==> config.mk <==
export PLATFORM = sky130hd
export DESIGN_NAME = pe_mac_ctrl_flat
export DESIGN_NICKNAME = d
export VERILOG_FILES = /design/src/rtl/pe_mac_ctrl_if.sv /design/src/rtl/pe_mac_ctrl.sv /design/src/flat_wrapper.sv
export SDC_FILE = /design/constraint.sdc
export NUM_CORES = 1
export LEC_CHECK = 0
export BUFFER_PORTS_ARGS = -buffer_cell sky130_fd_sc_hd__clkbuf_2
export CAP_MARGIN = 20
export CORE_UTILIZATION = 36
export DETAILED_ROUTE_END_ITERATION = 6
export GPL_ROUTABILITY_DRIVEN = 1
export GPL_TIMING_DRIVEN = 0
export PLACE_DENSITY = 0.71
export SLEW_MARGIN = 20
export SYNTH_ARGS = -nofsm -noshare
export SYNTH_HDL_FRONTEND = slang
export SYNTH_SLANG_ARGS = --single-unit
==> constraint.sdc <==
create_clock -name clk -period 2.26 [get_ports clk]
set_clock_uncertainty 0.05 [all_clocks]
set_input_delay 0.339 -clock clk [delete_from_list [all_inputs] [get_ports clk]]
set_output_delay 0.339 -clock clk [all_outputs]
set_load 0.05 [all_outputs]
==> src/rtl/pe_mac_ctrl_if.sv <==
// Handshake and pe_core drive bundle for pe_mac_ctrl.
// master = job source / operand feeder / result sink / pe_core model; slave = controller.
interface pe_mac_ctrl_if #(
  parameter int W_IN  = 8,
  parameter int W_ACC = 24,
  parameter int W_LEN = 8
) ();
  logic             start;
  logic [W_LEN-1:0] len;
  logic             relu_en;
  logic             busy;
  logic             op_valid;
  logic             op_ready;
  logic [W_IN-1:0]  op_a;
  logic [W_IN-1:0]  op_b;
  logic             pe_en;
  logic             reg_reset;
  logic             mode_sel;
  logic [W_IN-1:0]  a_mul;
  logic [W_IN-1:0]  b_mul;
  logic [W_ACC-1:0] pe_results;
  logic             res_valid;
  logic             res_ready;
  logic [W_ACC-1:0] res_data;

  modport master (
    output start, len, relu_en, op_valid, op_a, op_b, pe_results, res_ready,
    input  busy, op_ready, pe_en, reg_reset, mode_sel, a_mul, b_mul, res_valid, res_data
  );

  modport slave (
    input  start, len, relu_en, op_valid, op_a, op_b, pe_results, res_ready,
    output busy, op_ready, pe_en, reg_reset, mode_sel, a_mul, b_mul, res_valid, res_data
  );
endinterface

==> src/rtl/pe_mac_ctrl.sv <==
// Sequences one dot-product job through pe_core: clear, stream len operand pairs, drain PE_LAT+1.
// Result valid len+5 cycles after CLEAR with no bubbles; held in DONE until res_ready.
module pe_mac_ctrl #(
  parameter int W_IN   = 8,
  parameter int W_ACC  = 24,
  parameter int W_LEN  = 8,
  parameter int PE_LAT = 3
) (
  input logic         clk,
  input logic         reset,
  pe_mac_ctrl_if.slave bus
);
  localparam int W_DR = $clog2(PE_LAT + 2);

  localparam logic [2:0] S_IDLE  = 3'd0;
  localparam logic [2:0] S_CLEAR = 3'd1;
  localparam logic [2:0] S_RUN   = 3'd2;
  localparam logic [2:0] S_DRAIN = 3'd3;
  localparam logic [2:0] S_DONE  = 3'd4;

  logic [2:0]       state_q, state_d;
  logic [W_LEN-1:0] len_q, len_d;
  logic [W_LEN-1:0] cnt_q, cnt_d;
  logic [W_DR-1:0]  drain_q, drain_d;
  logic             mode_q, mode_d;
  logic [W_ACC-1:0] res_q, res_d;
  logic             accept;

  assign accept = (state_q == S_RUN) && bus.op_valid;

  always_comb begin
    state_d = state_q;
    len_d   = len_q;
    cnt_d   = cnt_q;
    drain_d = drain_q;
    mode_d  = mode_q;
    res_d   = res_q;
    case (state_q)
      S_IDLE: begin
        if (bus.start) begin
          state_d = S_CLEAR;
          len_d   = bus.len;
          mode_d  = bus.relu_en;
        end
      end
      S_CLEAR: begin
        cnt_d   = '0;
        drain_d = '0;
        // Empty job: pe_core output is stale, so the result is forced to zero.
        if (len_q == '0) begin
          state_d = S_DONE;
          res_d   = '0;
        end else begin
          state_d = S_RUN;
        end
      end
      S_RUN: begin
        if (accept) begin
          cnt_d = cnt_q + W_LEN'(1);
          // Compare against len-1 so len = 2^W_LEN-1 finishes without the counter wrapping.
          if (cnt_q == len_q - W_LEN'(1)) begin
            state_d = S_DRAIN;
          end
        end
      end
      S_DRAIN: begin
        if (drain_q == W_DR'(PE_LAT)) begin
          state_d = S_DONE;
          res_d   = bus.pe_results;
        end else begin
          drain_d = drain_q + W_DR'(1);
        end
      end
      S_DONE: begin
        if (bus.res_ready) begin
          state_d = S_IDLE;
        end
      end
      default: state_d = S_IDLE;
    endcase
  end

  always_ff @(posedge clk or posedge reset) begin
    if (reset) begin
      state_q <= S_IDLE;
      len_q   <= '0;
      cnt_q   <= '0;
      drain_q <= '0;
      mode_q  <= 1'b0;
      res_q   <= '0;
    end else begin
      state_q <= state_d;
      len_q   <= len_d;
      cnt_q   <= cnt_d;
      drain_q <= drain_d;
      mode_q  <= mode_d;
      res_q   <= res_d;
    end
  end

  assign bus.busy      = (state_q != S_IDLE);
  assign bus.op_ready  = (state_q == S_RUN);
  assign bus.pe_en     = accept;
  assign bus.reg_reset = (state_q == S_CLEAR);
  assign bus.mode_sel  = mode_q;
  assign bus.a_mul     = bus.op_a;
  assign bus.b_mul     = bus.op_b;
  assign bus.res_valid = (state_q == S_DONE);
  assign bus.res_data  = res_q;
endmodule

==> src/flat_wrapper.sv <==
// flat-port wrapper written by rule: the top's interface ports become plain ports
module pe_mac_ctrl_flat 
#(
  parameter int W_IN   = 8,
  parameter int W_ACC  = 24,
  parameter int W_LEN  = 8,
  parameter int PE_LAT = 3
)
  (clk, reset, bus_start, bus_len, bus_relu_en, bus_op_valid, bus_op_a, bus_op_b, bus_pe_results, bus_res_ready, bus_busy, bus_op_ready, bus_pe_en, bus_reg_reset, bus_mode_sel, bus_a_mul, bus_b_mul, bus_res_valid, bus_res_data);
  pe_mac_ctrl_if #(.W_IN(W_IN), .W_ACC(W_ACC), .W_LEN(W_LEN)) bus_i ();
  input logic clk;
  input logic reset;
  input wire logic [$bits(bus_i.start)-1:0] bus_start;
  input wire logic [$bits(bus_i.len)-1:0] bus_len;
  input wire logic [$bits(bus_i.relu_en)-1:0] bus_relu_en;
  input wire logic [$bits(bus_i.op_valid)-1:0] bus_op_valid;
  input wire logic [$bits(bus_i.op_a)-1:0] bus_op_a;
  input wire logic [$bits(bus_i.op_b)-1:0] bus_op_b;
  input wire logic [$bits(bus_i.pe_results)-1:0] bus_pe_results;
  input wire logic [$bits(bus_i.res_ready)-1:0] bus_res_ready;
  output wire logic [$bits(bus_i.busy)-1:0] bus_busy;
  output wire logic [$bits(bus_i.op_ready)-1:0] bus_op_ready;
  output wire logic [$bits(bus_i.pe_en)-1:0] bus_pe_en;
  output wire logic [$bits(bus_i.reg_reset)-1:0] bus_reg_reset;
  output wire logic [$bits(bus_i.mode_sel)-1:0] bus_mode_sel;
  output wire logic [$bits(bus_i.a_mul)-1:0] bus_a_mul;
  output wire logic [$bits(bus_i.b_mul)-1:0] bus_b_mul;
  output wire logic [$bits(bus_i.res_valid)-1:0] bus_res_valid;
  output wire logic [$bits(bus_i.res_data)-1:0] bus_res_data;
  assign bus_i.start = bus_start;
  assign bus_i.len = bus_len;
  assign bus_i.relu_en = bus_relu_en;
  assign bus_i.op_valid = bus_op_valid;
  assign bus_i.op_a = bus_op_a;
  assign bus_i.op_b = bus_op_b;
  assign bus_i.pe_results = bus_pe_results;
  assign bus_i.res_ready = bus_res_ready;
  assign bus_busy = bus_i.busy;
  assign bus_op_ready = bus_i.op_ready;
  assign bus_pe_en = bus_i.pe_en;
  assign bus_reg_reset = bus_i.reg_reset;
  assign bus_mode_sel = bus_i.mode_sel;
  assign bus_a_mul = bus_i.a_mul;
  assign bus_b_mul = bus_i.b_mul;
  assign bus_res_valid = bus_i.res_valid;
  assign bus_res_data = bus_i.res_data;
  pe_mac_ctrl #(.W_IN(W_IN), .W_ACC(W_ACC), .W_LEN(W_LEN), .PE_LAT(PE_LAT)) u_core (.clk(clk), .reset(reset), .bus(bus_i));
endmodule
==> results.cfg <==
[drt]
wirelength_um = 4980
drtPass1Iterations = 4
avgViaCountPerCell = 5.04
route.vias.total = 1900
route.detailed.drc = 0
drt_iter0_drc = 67
postRouteAntennaNets = 0
wl_per_cell_um = 13.2

[placed_design]
dp_hpwl_um = 3720
place_congestion = 0.847
io_buffers = 83

[grt]
grt_pass1_vias = 1675
grt_overflow_total = 0
grt_pass1_wl_um = 7900
grt_max_degree = 35
antenna_found_initial = 0
track_usage_pct = 15.6

[yosys]
synth_fp_nets = 267
yosysUniqueCellTypes = 39
synth_edf_count = 0
async_flop_share_pct = 100
synth_ff_type = dfrtp_1
ys_seq_elements = 47
avgSynthCellArea_um2 = 11.1
ys_warn_count = 0
netlist_instances = 208
yosysSeqAreaShare_pct = 50.9
syn-cell-area_um2 = 2310

[worst_setup_path]
crit_arrival_ps = 2340
path_class = reg2reg
critPathCaptureType = flip-flop
required_ps = 2390
worst_setup_path_start_kind = flip-flop
cp_max_fo = 10

[run]
cap_violations = 0

[outcome]
status = finished, final reports clean

[power_and_ir_drop]
internal_power_w = 0.00230
pwr_density_cell_nw_per_um2 = 1450
power_w = 0.00435
p_clk_share_pct = 13.7
p_leak_nw = 1.52
power.combinational.fraction_pct = 52.7
swShare_pct = 47.1
p_sw_w = 0.00205
irDropWorstVdd_uv = 816
seq_power_share_pct = 33.6

[clock_network]
cts.clk_slew.worst_paths_ps = 90
numCtsBuffers = 5
cts_max_level = 2
clockRootBuffer = clkbuf_8
clock-sinks = 47
cts_tree = done
clockBufferDepth = 2
insertion_delay_ps = 290

[final_layout]
layout_common_cells = clkbuf_2 (86), dfrtp_1 (45), a22o_1 (20)
area_growth_pct = 29.5
diodes = 0
fill_cells = 557
layout_commonest_cell = clkbuf_2
final_nets = 361
drive_above_1_share_pct = 44.7

[floorplan]
dieHeight_um = 82.1
die-area_um2 = 6740
fp.coreArea_um2 = 6060
initial_core_util_pct = 38.1
io_pins = 100
row_count = 28
die_width_um = 82.1

[timing]
fin_tns_setup_ps = 0
fmax_ghz = 0.454
slew_headroom_pct = 70.4
setup_viol = 0
min_period_ps = 2200
tightest_slew_ps = 444
finalCritPeriodShare_pct = 97.6
slew_violations = 0
finalHoldViolations = 0
rsz0062_at_grt = false

[min_path]
hold_path.class = in2reg
per-stage QoR:
stage               util [%]  hold slack [ps]  setup slack (ps)  std cells  instance area (µm²)
floorplan                  -              396              18.5        208                 2310
global placement        46.5              434             -14.4        366                 2820
detailed placement      46.8              251             -23.6        367                 2840
CTS                     49.1              176              36.5        377                 2980
global route            49.3              190              6.48        377                 2990
finish                  49.3              187              55.2        377                 2990
critical path, cell delays in order, from the launching register on:
cell and delay (ps):
dfrtp_2 410, or4_4 560, or4_4 490, a21o_4 260, buf_6 140, a22o_1 190
power by group through the flow:
stage	combinational (W)	clock [W]	sequential (W)
finish	0.00229	0.000596	0.00146
global route	0.00247	0.000643	0.00150
CTS	0.00230	0.000609	0.00145
detailed placement	0.00224	0	0.00148
global placement	0.00218	0	0.00147
floorplan	0.00108	0	0.00212
synthesized netlist by cell type, types with 2 or more instances:
cell      count  area, µm²
a21oi_1       6       30.0
buf_6         2       22.5
ha_1          5       62.6
mux2_2        9        101
xnor2_1       9       78.8
o21ai_0       9       45.0
clkbuf_1      7       26.3
a22o_1       20        175
buf_4        16        120
nand2_1      11       41.3
dfrtp_1      47       1180
nand3_1       2       10.0
nand2b_1      3       18.8
or3_1         3       18.8
inv_1         8       30.0
nor3_1        4       20.0
a22o_2        5       50.1
nand4_1       3       18.8
xor2_1        6       52.6
nor2_1       14       52.6
cell type report:
cell class	count	area, µm²	area share (%)
sequential	47	1180	39.4
multi-input combinational	127	947	31.7
timing repair buffer	87	460	15.4
buffer	26	176	5.90
tap	75	93.8	3.14
clock buffer	6	72.6	2.43
clock inverter	1	30.0	1.00
inverter	8	30.0	1.00
sequential cells by signal, indices dropped and copies added (netlist names):
register / cells
u_core.bus.mode_sel: 1
u_core.bus.res_data: 24
u_core.cnt_q: 8
u_core.drain_q: 3
u_core.len_q: 8
u_core.state_q: 3
kinds of logic after synthesis:
group           Yosys count  share of synthesized area, %
compound gates           49                          16.4
xor+xnor                 15                          5.69
fa+ha+maj                 5                          2.71
buf+inv                  34                          8.78
flops                    47                          50.9
mux                      10                          4.82
simple gates             48                          10.7
routing by layer:
metal | up-vias | wire (µm) | GRT usage [%]
li1 | 915 | - | -
met1 | 913 | 2290 | 21.8
met3 | 4 | 255 | 3.44
met2 | 68 | 2380 | 23.8
met4 | 0 | 51 | 5.26
met5 | - | 0 | 0
repair_timing:
item | CTS | global route
endpoints found under the hold margin | 13 | 0
buffers inserted | 2 | 0
pin swaps | 0 | 1
hold buffers | 1 | 0
setup endpoints to repair | 20 | 19
gates resized for setup | 4 | 7
final timing paths:
check	from	endpoint	slack [ps]	cells past startpoint
hold reg to reg	u_core.bus.res_data[7]$_DFFE_PP0P_	u_core.bus.res_data[7]$_DFFE_PP0P_	450	1
min in group asynchronous	reset	u_core.cnt_q[7]$_DFFE_PP0P_	500	3
max in group asynchronous	reset	u_core.drain_q[0]$_DFFE_PP0P_	1200	4
setup reg to reg	u_core.len_q[2]$_DFFE_PP0P_	u_core.bus.res_data[14]$_DFFE_PP0P_	60	5
setup / recovery	u_core.len_q[2]$_DFFE_PP0P_	u_core.bus.res_data[14]$_DFFE_PP0P_	60	5
hold / removal	bus_res_ready	u_core.state_q[2]$_DFFE_PP0P_	190	2
No activity file was read; power rests on OpenSTA's default activity.
